[config.mk]
export PLATFORM = sky130hd
export DESIGN_NAME = elastic_pipe_register
export DESIGN_NICKNAME = d
export VERILOG_FILES = /design/src/rtl/elastic_pipe_register_pkg.sv /design/src/rtl/elastic_pipe_register_slot.sv /design/src/rtl/elastic_pipe_register.sv
export SDC_FILE = /design/constraint.sdc
export NUM_CORES = 1
export LEC_CHECK = 0
export ABC_AREA = 1
export CORE_AREA = 2 2 99 101
export CTS_BUF_LIST = sky130_fd_sc_hd__clkbuf_8
export DETAILED_ROUTE_END_ITERATION = 12
export DIE_AREA = 0 0 101 103
export PLACE_DENSITY = 0.77
export SLEW_MARGIN = 20
export SYNTH_ARGS = -nofsm -noshare
export SYNTH_HDL_FRONTEND = slang
export SYNTH_SLANG_ARGS = --single-unit
[constraint.sdc]
create_clock -name clk -period 2.4 [get_ports clk]
set_input_delay 0.36 -clock clk [delete_from_list [all_inputs] [get_ports clk]]
set_output_delay 0.36 -clock clk [all_outputs]
set_load 0.02 [all_outputs]
[src/rtl/elastic_pipe_register_pkg.sv]
// Shared definitions for the two-entry elastic pipeline register:
// occupancy encoding, slot indices and default bubble payloads.
package elastic_pipe_register_pkg;

  typedef enum logic [1:0] {
    ST_EMPTY = 2'd0,
    ST_ONE   = 2'd1,
    ST_TWO   = 2'd2
  } pipe_state_e;

  localparam logic [15:0] BUBBLE_INST_DEF = 16'h2000;  // xor $0,$0,$0
  localparam logic [15:0] BUBBLE_PC_DEF   = 16'h0000;

  localparam int NUM_SLOTS = 2;
  localparam int SLOT_MAIN = 0;
  localparam int SLOT_SKID = 1;

  function automatic logic st_can_accept(pipe_state_e s);
    return s != ST_TWO;
  endfunction

  function automatic logic st_has_head(pipe_state_e s);
    return s != ST_EMPTY;
  endfunction

endpackage

[src/rtl/elastic_pipe_register_slot.sv]
// One payload entry: load-enable register that resets and clears to a bubble.
module pipe_slot #(
  parameter int           W      = 32,
  parameter logic [W-1:0] BUBBLE = '0
) (
  input  logic         clk,
  input  logic         rst,
  input  logic         clr,
  input  logic         ld,
  input  logic [W-1:0] d,
  output logic [W-1:0] q
);

  // clr wins over ld so a flush discards a same-cycle load
  always_ff @(posedge clk or posedge rst) begin
    if (rst)      q <= BUBBLE;
    else if (clr) q <= BUBBLE;
    else if (ld)  q <= d;
  end

endmodule

[src/rtl/elastic_pipe_register.sv]
// Fetch->decode elastic register: main entry drives outputs, skid entry absorbs
// one beat of backpressure so in_ready depends only on registered state.
module elastic_pipe_register
  import elastic_pipe_register_pkg::*;
#(
  parameter int                INST_W      = 16,
  parameter int                PC_W        = 16,
  parameter int                CNT_W       = 16,
  parameter logic [INST_W-1:0] BUBBLE_INST = INST_W'(BUBBLE_INST_DEF),
  parameter logic [PC_W-1:0]   BUBBLE_PC   = PC_W'(BUBBLE_PC_DEF)
) (
  input  logic              clk,
  input  logic              rst,
  input  logic              in_valid,
  output logic              in_ready,
  input  logic [INST_W-1:0] in_inst,
  input  logic [PC_W-1:0]   in_pc,
  input  logic              flush,
  output logic              out_valid,
  input  logic              out_ready,
  output logic [INST_W-1:0] out_inst,
  output logic [PC_W-1:0]   out_pc,
  output logic [CNT_W-1:0]  stall_cnt
);

  localparam int                SLOT_W      = INST_W + PC_W;
  localparam logic [SLOT_W-1:0] SLOT_BUBBLE = {BUBBLE_INST, BUBBLE_PC};

  pipe_state_e state_q, state_d;
  logic        in_fire, out_fire;
  logic        main_from_skid;

  logic [NUM_SLOTS-1:0]             slot_ld, slot_clr;
  logic [NUM_SLOTS-1:0][SLOT_W-1:0] slot_d, slot_q;

  assign in_ready  = st_can_accept(state_q);
  assign out_valid = st_has_head(state_q);
  assign in_fire   = in_valid & in_ready;
  assign out_fire  = out_valid & out_ready;

  always_ff @(posedge clk or posedge rst) begin
    if (rst) state_q <= ST_EMPTY;
    else     state_q <= state_d;
  end

  always_comb begin
    state_d = state_q;
    if (flush) begin
      state_d = ST_EMPTY;
    end else begin
      case (state_q)
        ST_EMPTY: if (in_fire) state_d = ST_ONE;
        ST_ONE: begin
          if (in_fire && !out_fire)      state_d = ST_TWO;
          else if (!in_fire && out_fire) state_d = ST_EMPTY;
        end
        ST_TWO:   if (out_fire) state_d = ST_ONE;
        default:  state_d = ST_EMPTY;
      endcase
    end
  end

  // Entries are cleared whenever they are vacated, so a stale payload never
  // lingers in a slot that the state says is empty.
  always_comb begin
    slot_ld        = '0;
    slot_clr       = {NUM_SLOTS{flush}};
    main_from_skid = 1'b0;
    case (state_q)
      ST_EMPTY: slot_ld[SLOT_MAIN] = in_fire;
      ST_ONE: begin
        if (in_fire && out_fire) slot_ld[SLOT_MAIN]  = 1'b1;
        else if (in_fire)        slot_ld[SLOT_SKID]  = 1'b1;
        else if (out_fire)       slot_clr[SLOT_MAIN] = 1'b1;
      end
      ST_TWO: begin
        if (out_fire) begin
          slot_ld[SLOT_MAIN]  = 1'b1;
          main_from_skid      = 1'b1;
          slot_clr[SLOT_SKID] = 1'b1;
        end
      end
      default: slot_clr = '1;
    endcase
  end

  assign slot_d[SLOT_MAIN] = main_from_skid ? slot_q[SLOT_SKID] : {in_inst, in_pc};
  assign slot_d[SLOT_SKID] = {in_inst, in_pc};

  for (genvar g = 0; g < NUM_SLOTS; g++) begin : g_slot
    pipe_slot #(
      .W      (SLOT_W),
      .BUBBLE (SLOT_BUBBLE)
    ) u_slot (
      .clk (clk),
      .rst (rst),
      .clr (slot_clr[g]),
      .ld  (slot_ld[g]),
      .d   (slot_d[g]),
      .q   (slot_q[g])
    );
  end

  // Gate on out_valid as well, so outputs are bubbles even if main is not.
  assign out_inst = out_valid ? slot_q[SLOT_MAIN][SLOT_W-1:PC_W] : BUBBLE_INST;
  assign out_pc   = out_valid ? slot_q[SLOT_MAIN][PC_W-1:0]      : BUBBLE_PC;

  always_ff @(posedge clk or posedge rst) begin
    if (rst)
      stall_cnt <= '0;
    else if (out_valid && !out_ready && stall_cnt != {CNT_W{1'b1}})
      stall_cnt <= stall_cnt + 1'b1;
  end

endmodule

==> summary.md <==
| Metric | Value |
|---|---|
| Finished Core Util | `0.595` |
| Leakage | `2.70 nW` |
| IO buf count | `86` |
| Synth unique cells | `26` |
| Residual DRC | `0` |
| Clk sink count | `82` |
| Initial Util | `0.463` |
| DR WL/cell | `13.6 µm` |
| Hpwl dp | `7770 µm` |
| Initial antenna violation count | `0` |
| CP endpoint kind | `output port` |
| Yosys Warn Count | `0` |
| DRT antenna net count | `0` |
| CTS Buffer Depth | `2` |
| Flip-flop and latch area | `2050 µm²` |
| Largest net degree at the start of global routing | `33` |
| Layout Skew | `9.20 ps` |
| Gp weighted congestion | `0.854` |
| Max VDD drop | `0.000308 V` |
| Die height | `103 µm` |
| Critical Path Source Type | `flop` |
| Final instance area | `5630 µm²` |
| Multi-input logic area | `1980 µm²` |
| P&R area growth vs syn | `28.6%` |
| DR pass1 iterations | `5` |
| DR vias | `4283` |
| Fillers | `870` |
| Postcts setup bufs | `0` |
| R2R Path End | `g_slot[0].u_slot.q[19]` |
| Root Buffer | `clkbuf_8` |
| H-tree levels | `3` |
| Final period utilization | `0.982` |
| R2r setup slk | `370 ps` |
| Setup violators final | `0` |
| Crit path arrival time | `2000 ps` |
| Vias in the first global route | `4022` |
| Seq/Total Area, Yosys | `0.470` |
| Mapped Area | `4380 µm²` |
| Worst Tran Pin Value | `667 ps` |
| Syn Nets | `668` |
| Layout cells sized above 1 | `0.0657` |
| Synth async-reset ratio | `1.00` |
| Synthesized flop and latch total | `82` |
| Clk_lat worst skew | `360 ps` |
| Max Cap Viol | `0` |
| Worst r2r src | `state_q[1]` |
| GR Overflow Total | `0` |
| Power per cell area | `661 nW/µm²` |
| Worst Path Required | `2040 ps` |
| Final wirelength | `11300 µm` |
| Worst path max stage delay | `540 ps` |
| Num rows | `36` |
| Layout Nets | `749` |
| Worst-case reg-to-reg path depth | `9` |
| Fmax | `424 MHz` |
| Via-to-Cell Ratio | `5.17` |
| Post-layout min period | `2360 ps` |
| RSZ-0062 raised after global routing | `yes` |
| Area of the die | `10400 µm²` |
| Crit-path slowest cell | `dfrtp_1` |
| Prevailing post-synth register cell | `dfrtp_1` |
| Clk pin slew, worst setup/hold paths | `80 ps` |
| CTS tree | `yes` |
| Core area | `9460 µm²` |
| Die X | `101 µm` |
| Number of enable flip-flop cells after synthesis | `0` |
| Hold WC Path Type | `input pin to async pin` |
| Endpoints failing hold | `0` |
| Number of CTS-inserted buffers | `9` |
| CP Class | `flop to output port` |
| Crit-path cells | `inv_2, nor2_4, inv_1, clkdlybuf4s50_1` |
| Dpl cell area | `5410 µm²` |
| Synth Instances | `630` |
| Global Route Usage Sum | `0.227` |
| Syn Area/Cell | `6.95 µm²` |
| Max FO, Critical Path | `15` |
| ANT cells | `0` |
| Status | `finished, final reports clean` |
| Cells after DPL | `814` |
| Finished Layout Cells | `829` |
| Hold_buf cts | `0` |
| Ports | `87` |
| First-pass GRT wire length | `18600 µm` |
| Slew Viols, Final | `0` |
| Slew headroom | `0.555` |
| 1st-iter DRT viols | `178` |
[kinds of logic (layout without fill, tap and decap cells)]
logic type	Yosys count	in the layout	synth area share
AOI/OAI and AO/OA	74	74	0.0866
xor gates and xnor gates	7	7	0.0140
adders and majority gates	1	1	0.00286
buffers and inverters	89	174	0.0826
DFF	82	82	0.470
and+or+nand+nor	377	377	0.344
[final cells by class]
class	count	share of cell area
inverters	56	0.0380
repair buffers	103	0.182
clock inverters	6	0.0149
multi-input cells	459	0.352
flip-flops and latches	82	0.365
clock buffers	9	0.0220
well taps	114	0.0254
[placed cells by master (no fill, tap or decap), drive strengths merged]
| master | instances |
|---|---|
| clkbuf | 9 |
| ha | 1 |
| nor2 | 112 |
| o211ai | 1 |
| dfrtp | 80 |
| nand3 | 40 |
| clkdlybuf4s50 | 86 |
| inv | 56 |
| o22ai | 2 |
| xnor2 | 7 |
| nor3 | 1 |
| nand4 | 5 |
| clkinv | 1 |
| nand3b | 2 |
| or2 | 1 |
| buf | 17 |
| a21oi | 32 |
| bufinv | 2 |
| dfstp | 2 |
| clkinvlp | 3 |
| o21ai | 39 |
| nand2 | 216 |
[registers in the layout, summed over array words and instances, names as in the netlist]
register and cells:
state_q 2, stall_cnt 16, g_slot.u_slot.q 64
[per-layer routing]
layer | global-route usage | share of wire | vias to the layer above
met1 | 0.287 | 0.43 | 2021
li1 | - | - | 2112
met3 | 0.0380 | 0.056 | 10
met2 | 0.402 | 0.50 | 140
met5 | 0 | 0 | -
met4 | 0.0655 | 0.010 | 0
[worst max path at each step]
stage | slack (ps) | start | endpoint
finish | 40 | state_q[1] | in_ready
global route | -20 | state_q[1] | in_ready
CTS | 10 | state_q[1] | out_valid
detailed placement | 320 | state_q[1] | g_slot[0].u_slot.q[19]
global placement | 370 | out_ready | g_slot[0].u_slot.q[19]
floorplan | 650 | stall_cnt[0] | stall_cnt[0]
[cells in the mapped netlist, drive strengths merged (5+ instances only)]
| library cell | n | area, µm² |
|---|---|---|
| nand2 | 216 | 813 |
| nor2 | 112 | 430 |
| dfrtp | 80 | 2000 |
| inv | 56 | 210 |
| nand3 | 40 | 200 |
| o21ai | 39 | 199 |
| a21oi | 32 | 160 |
| buf | 18 | 95.1 |
| clkbuf | 15 | 56.3 |
| xnor2 | 7 | 61.3 |
| nand4 | 5 | 31.3 |
[where the power goes]
group,switching [mW],internal (mW)
logic,0.568,0.399
clock network,0.491,0.574
registers,0.136,1.55
[timing repair]
| item | CTS | global route |
|---|---|---|
| resized for setup | 0 | 1 |
| endpoints found under the hold margin | 0 | 0 |
| setup endpoints to repair | 0 | 27 |
[per-stage QoR]
step / hold slack (ps) / setup WS, ps / TNS, ps / total power, mW
floorplan: 471 / 650 / 0 / 2.26
global placement: 485 / 366 / 0 / 2.64
detailed placement: 488 / 318 / 0 / 2.68
CTS: 474 / 14.5 / 0 / 3.74
global route: 511 / -17.4 / -17.6 / 3.93
finish: 450 / 42.2 / 0 / 3.72
[critical path, delay by kind of cell, from the launching register on]
family / cells / cell delay, ps
buffers and inverters: 3 / 740
and+or+nand+nor: 1 / 360
DFF: 1 / 540
Note: power is estimated with default switching activity, not from simulation.
==> variant (same settings) <==
Re-encode `pipe_state_e` (3 states) as one-hot, 3 bits wide.
--- a/src/rtl/elastic_pipe_register_pkg.sv
+++ b/src/rtl/elastic_pipe_register_pkg.sv
@@ -2,10 +2,10 @@
 // occupancy encoding, slot indices and default bubble payloads.
 package elastic_pipe_register_pkg;
 
-  typedef enum logic [1:0] {
-    ST_EMPTY = 2'd0,
-    ST_ONE   = 2'd1,
-    ST_TWO   = 2'd2
+  typedef enum logic [2:0] {
+    ST_EMPTY = 3'b001,
+    ST_ONE   = 3'b010,
+    ST_TWO   = 3'b100
   } pipe_state_e;
 
   localparam logic [15:0] BUBBLE_INST_DEF = 16'h2000;  // xor $0,$0,$0
Check against the original RTL: same outputs for any inputs over 4 cycles, from zero or initial values and one cycle with rst high; so few cycles prove little.
==> variant against the unedited design <==
Global-route usage shrank 1.2 points. Power increased by 5.6%. Non-clock buffer count shrank 6. Wire length fell by 7.8%. Sequential cell count grew 1. Worst setup slack better by 0.035 ns. Synthesized area up 3.4%. Clock skew is 0.00083 ns higher. Die area stayed put. Final area about the same. Fmax up 1.5%.
==> variant: results (changes against the unedited design) <==
* Avg Cell Area, Syn at 7.272 um2 (+4.7%)
* Layout Nets at 735 (-1.9%)
* Wire length of the first global-routing pass at 17.57 mm (-5.5%)
* FFs w/ async S/R, synth at 1.000 (unchanged)
* Clk pwr share at 0.235 (-0.052)
* Total wire length at 10.38 mm (-7.8%)
* Most common library cells after synthesis: 285 x nand2_1, 80 x dfrtp_1, 73 x nand3_1
* Via count of the first global-routing pass at 3,833 (-4.7%)
* Number of setup buffers added after CTS at 0 (unchanged)
* Detailed router's first-iteration violation count at 179 (+0.56%)
* Clk pwr at 922 uW (-14%)
* Minimum setup slack after placement at 0.2466 ns (-0.07146 ns)
* Placement Cell Area at 5431 um2 (+0.35%)
* VDD IR max at 0.4021 mV (+31%)
* NetSw at 1438 uW (+20%)
* Worst min-delay path category: in -> async
* RR Endpoint: g_slot[1].u_slot.q[13]$_DFFE_PP0P_
* RD Place Congestion at 0.9039 (+5.9%)
* Met1 WL at 4.619 mm (-5.0%)
* Destination of the critical timing path: out_pc[15]
* Vias at 4,089 (-4.5%)
* Number of vias per cell at 5.011 (-3.0%)
* Number of placed cells counting well taps at 800 (-1.7%)
* Antenna Cells at 0 (unchanged)
* Worst Reg2Reg Path Length in Cells at 7 (-2)
* Clock insertion delay at the later pin of the skew report at 0.35 ns
* Top post-synthesis cells by area: dfrtp_1 44%, nand2_1 24%, nand3_1 8.1%, inv_1 4.0%, o21ai_1 3.4%
* Leading registers by flop count: g_slot.u_slot.q (64), stall_cnt (16), state_q (3)
* H-tree depth at 3 (unchanged)
* Share of synthesized area occupied by flip-flops and latches at 0.4600 (-0.009518)
* Total GRT Usage at 0.2142 (-0.01241)
* Top layer in use: met4
* Outcome: finished, final reports clean
* HPWL after DPL at 7.168 mm (-7.8%)
* Met2 routed WL at 5.239 mm (-7.5%)
* Register share of total power at 0.432 (-0.021)
* Crit-path max cell delay at 0.58 ns (+0.04 ns)
* Worst Setup SP: state_q[0]$_DFFE_PP1P_
* Count of cell types in the netlist at 27 (+3.8%)
* Flop-to-flop setup slack at 0.36 ns
* CP Data Arrival Time at 1.96 ns (-0.04 ns)
* Maximum net fanout on the critical path at 16 (+1)
* Met3 wire len at 409 um (-35%)
* Critical path's slowest cell: dfstp_2
* Maximum number of pins on one net before global-route repair at 84 (+150%)
* Share of post-route cells with drive strength above 1 at 0.07550 (+0.009764)
* Total gr overflow at 0 (unchanged)
* Cell leakage power at 0.002976 uW (+10%)
* Number of gates resized after cts at 3 (+3)
* Most frequently used flop master after synthesis: dfrtp_1
* Clock buffers created by TritonCTS at 9 (unchanged)
* Maximum root-to-sink buffer count at 2 (unchanged)
* Hold_ws at 0.4682 ns (+0.01776 ns)
* Slew at the pin with the worst max-slew slack at 0.6957 ns (+0.02882 ns)
* Total nets after synthesis at 660 (-1.2%)
* Post-Route Skew at 0.01002 ns (+0.0008277 ns)
==> variant: kinds of logic after synthesis <==
group / Yosys count / share of synthesized area
buffers and inverters: 87 / 0.09045
AND/OR/NAND/NOR: 395 / 0.3687
XOR/XNOR: 14 / 0.02711
AO/OA/AOI/OAI: 42 / 0.05090
adder cells (fa/ha/maj): 1 / 0.002766
flip-flops: 83 / 0.4600
==> variant: final cells by class <==
class                      instances  area [um2]
inverter                          54       206.4
sequential                        83        2081
tap                              114       142.6
fill                             844        3831
multi-input combinational        452        2041
clock inverter                     6       41.29
clock buffer                      10       137.6
timing repair buffer              97       978.4
==> variant: per-layer routing <==
| layer | GRT usage | up-vias |
|---|---|---|
| li1 | - | 2071 |
| met1 | 0.2791 | 1918 |
| met2 | 0.3636 | 91 |
| met3 | 0.03390 | 9 |
| met4 | 0.07900 | 0 |
| met5 | 0 | - |
==> variant: worst max-delay path: cells and delay by family, from the launching register on <==
family	cells	cell delay, ns
buf+inv	3	0.77
simple gates	2	0.24
flops	1	0.58
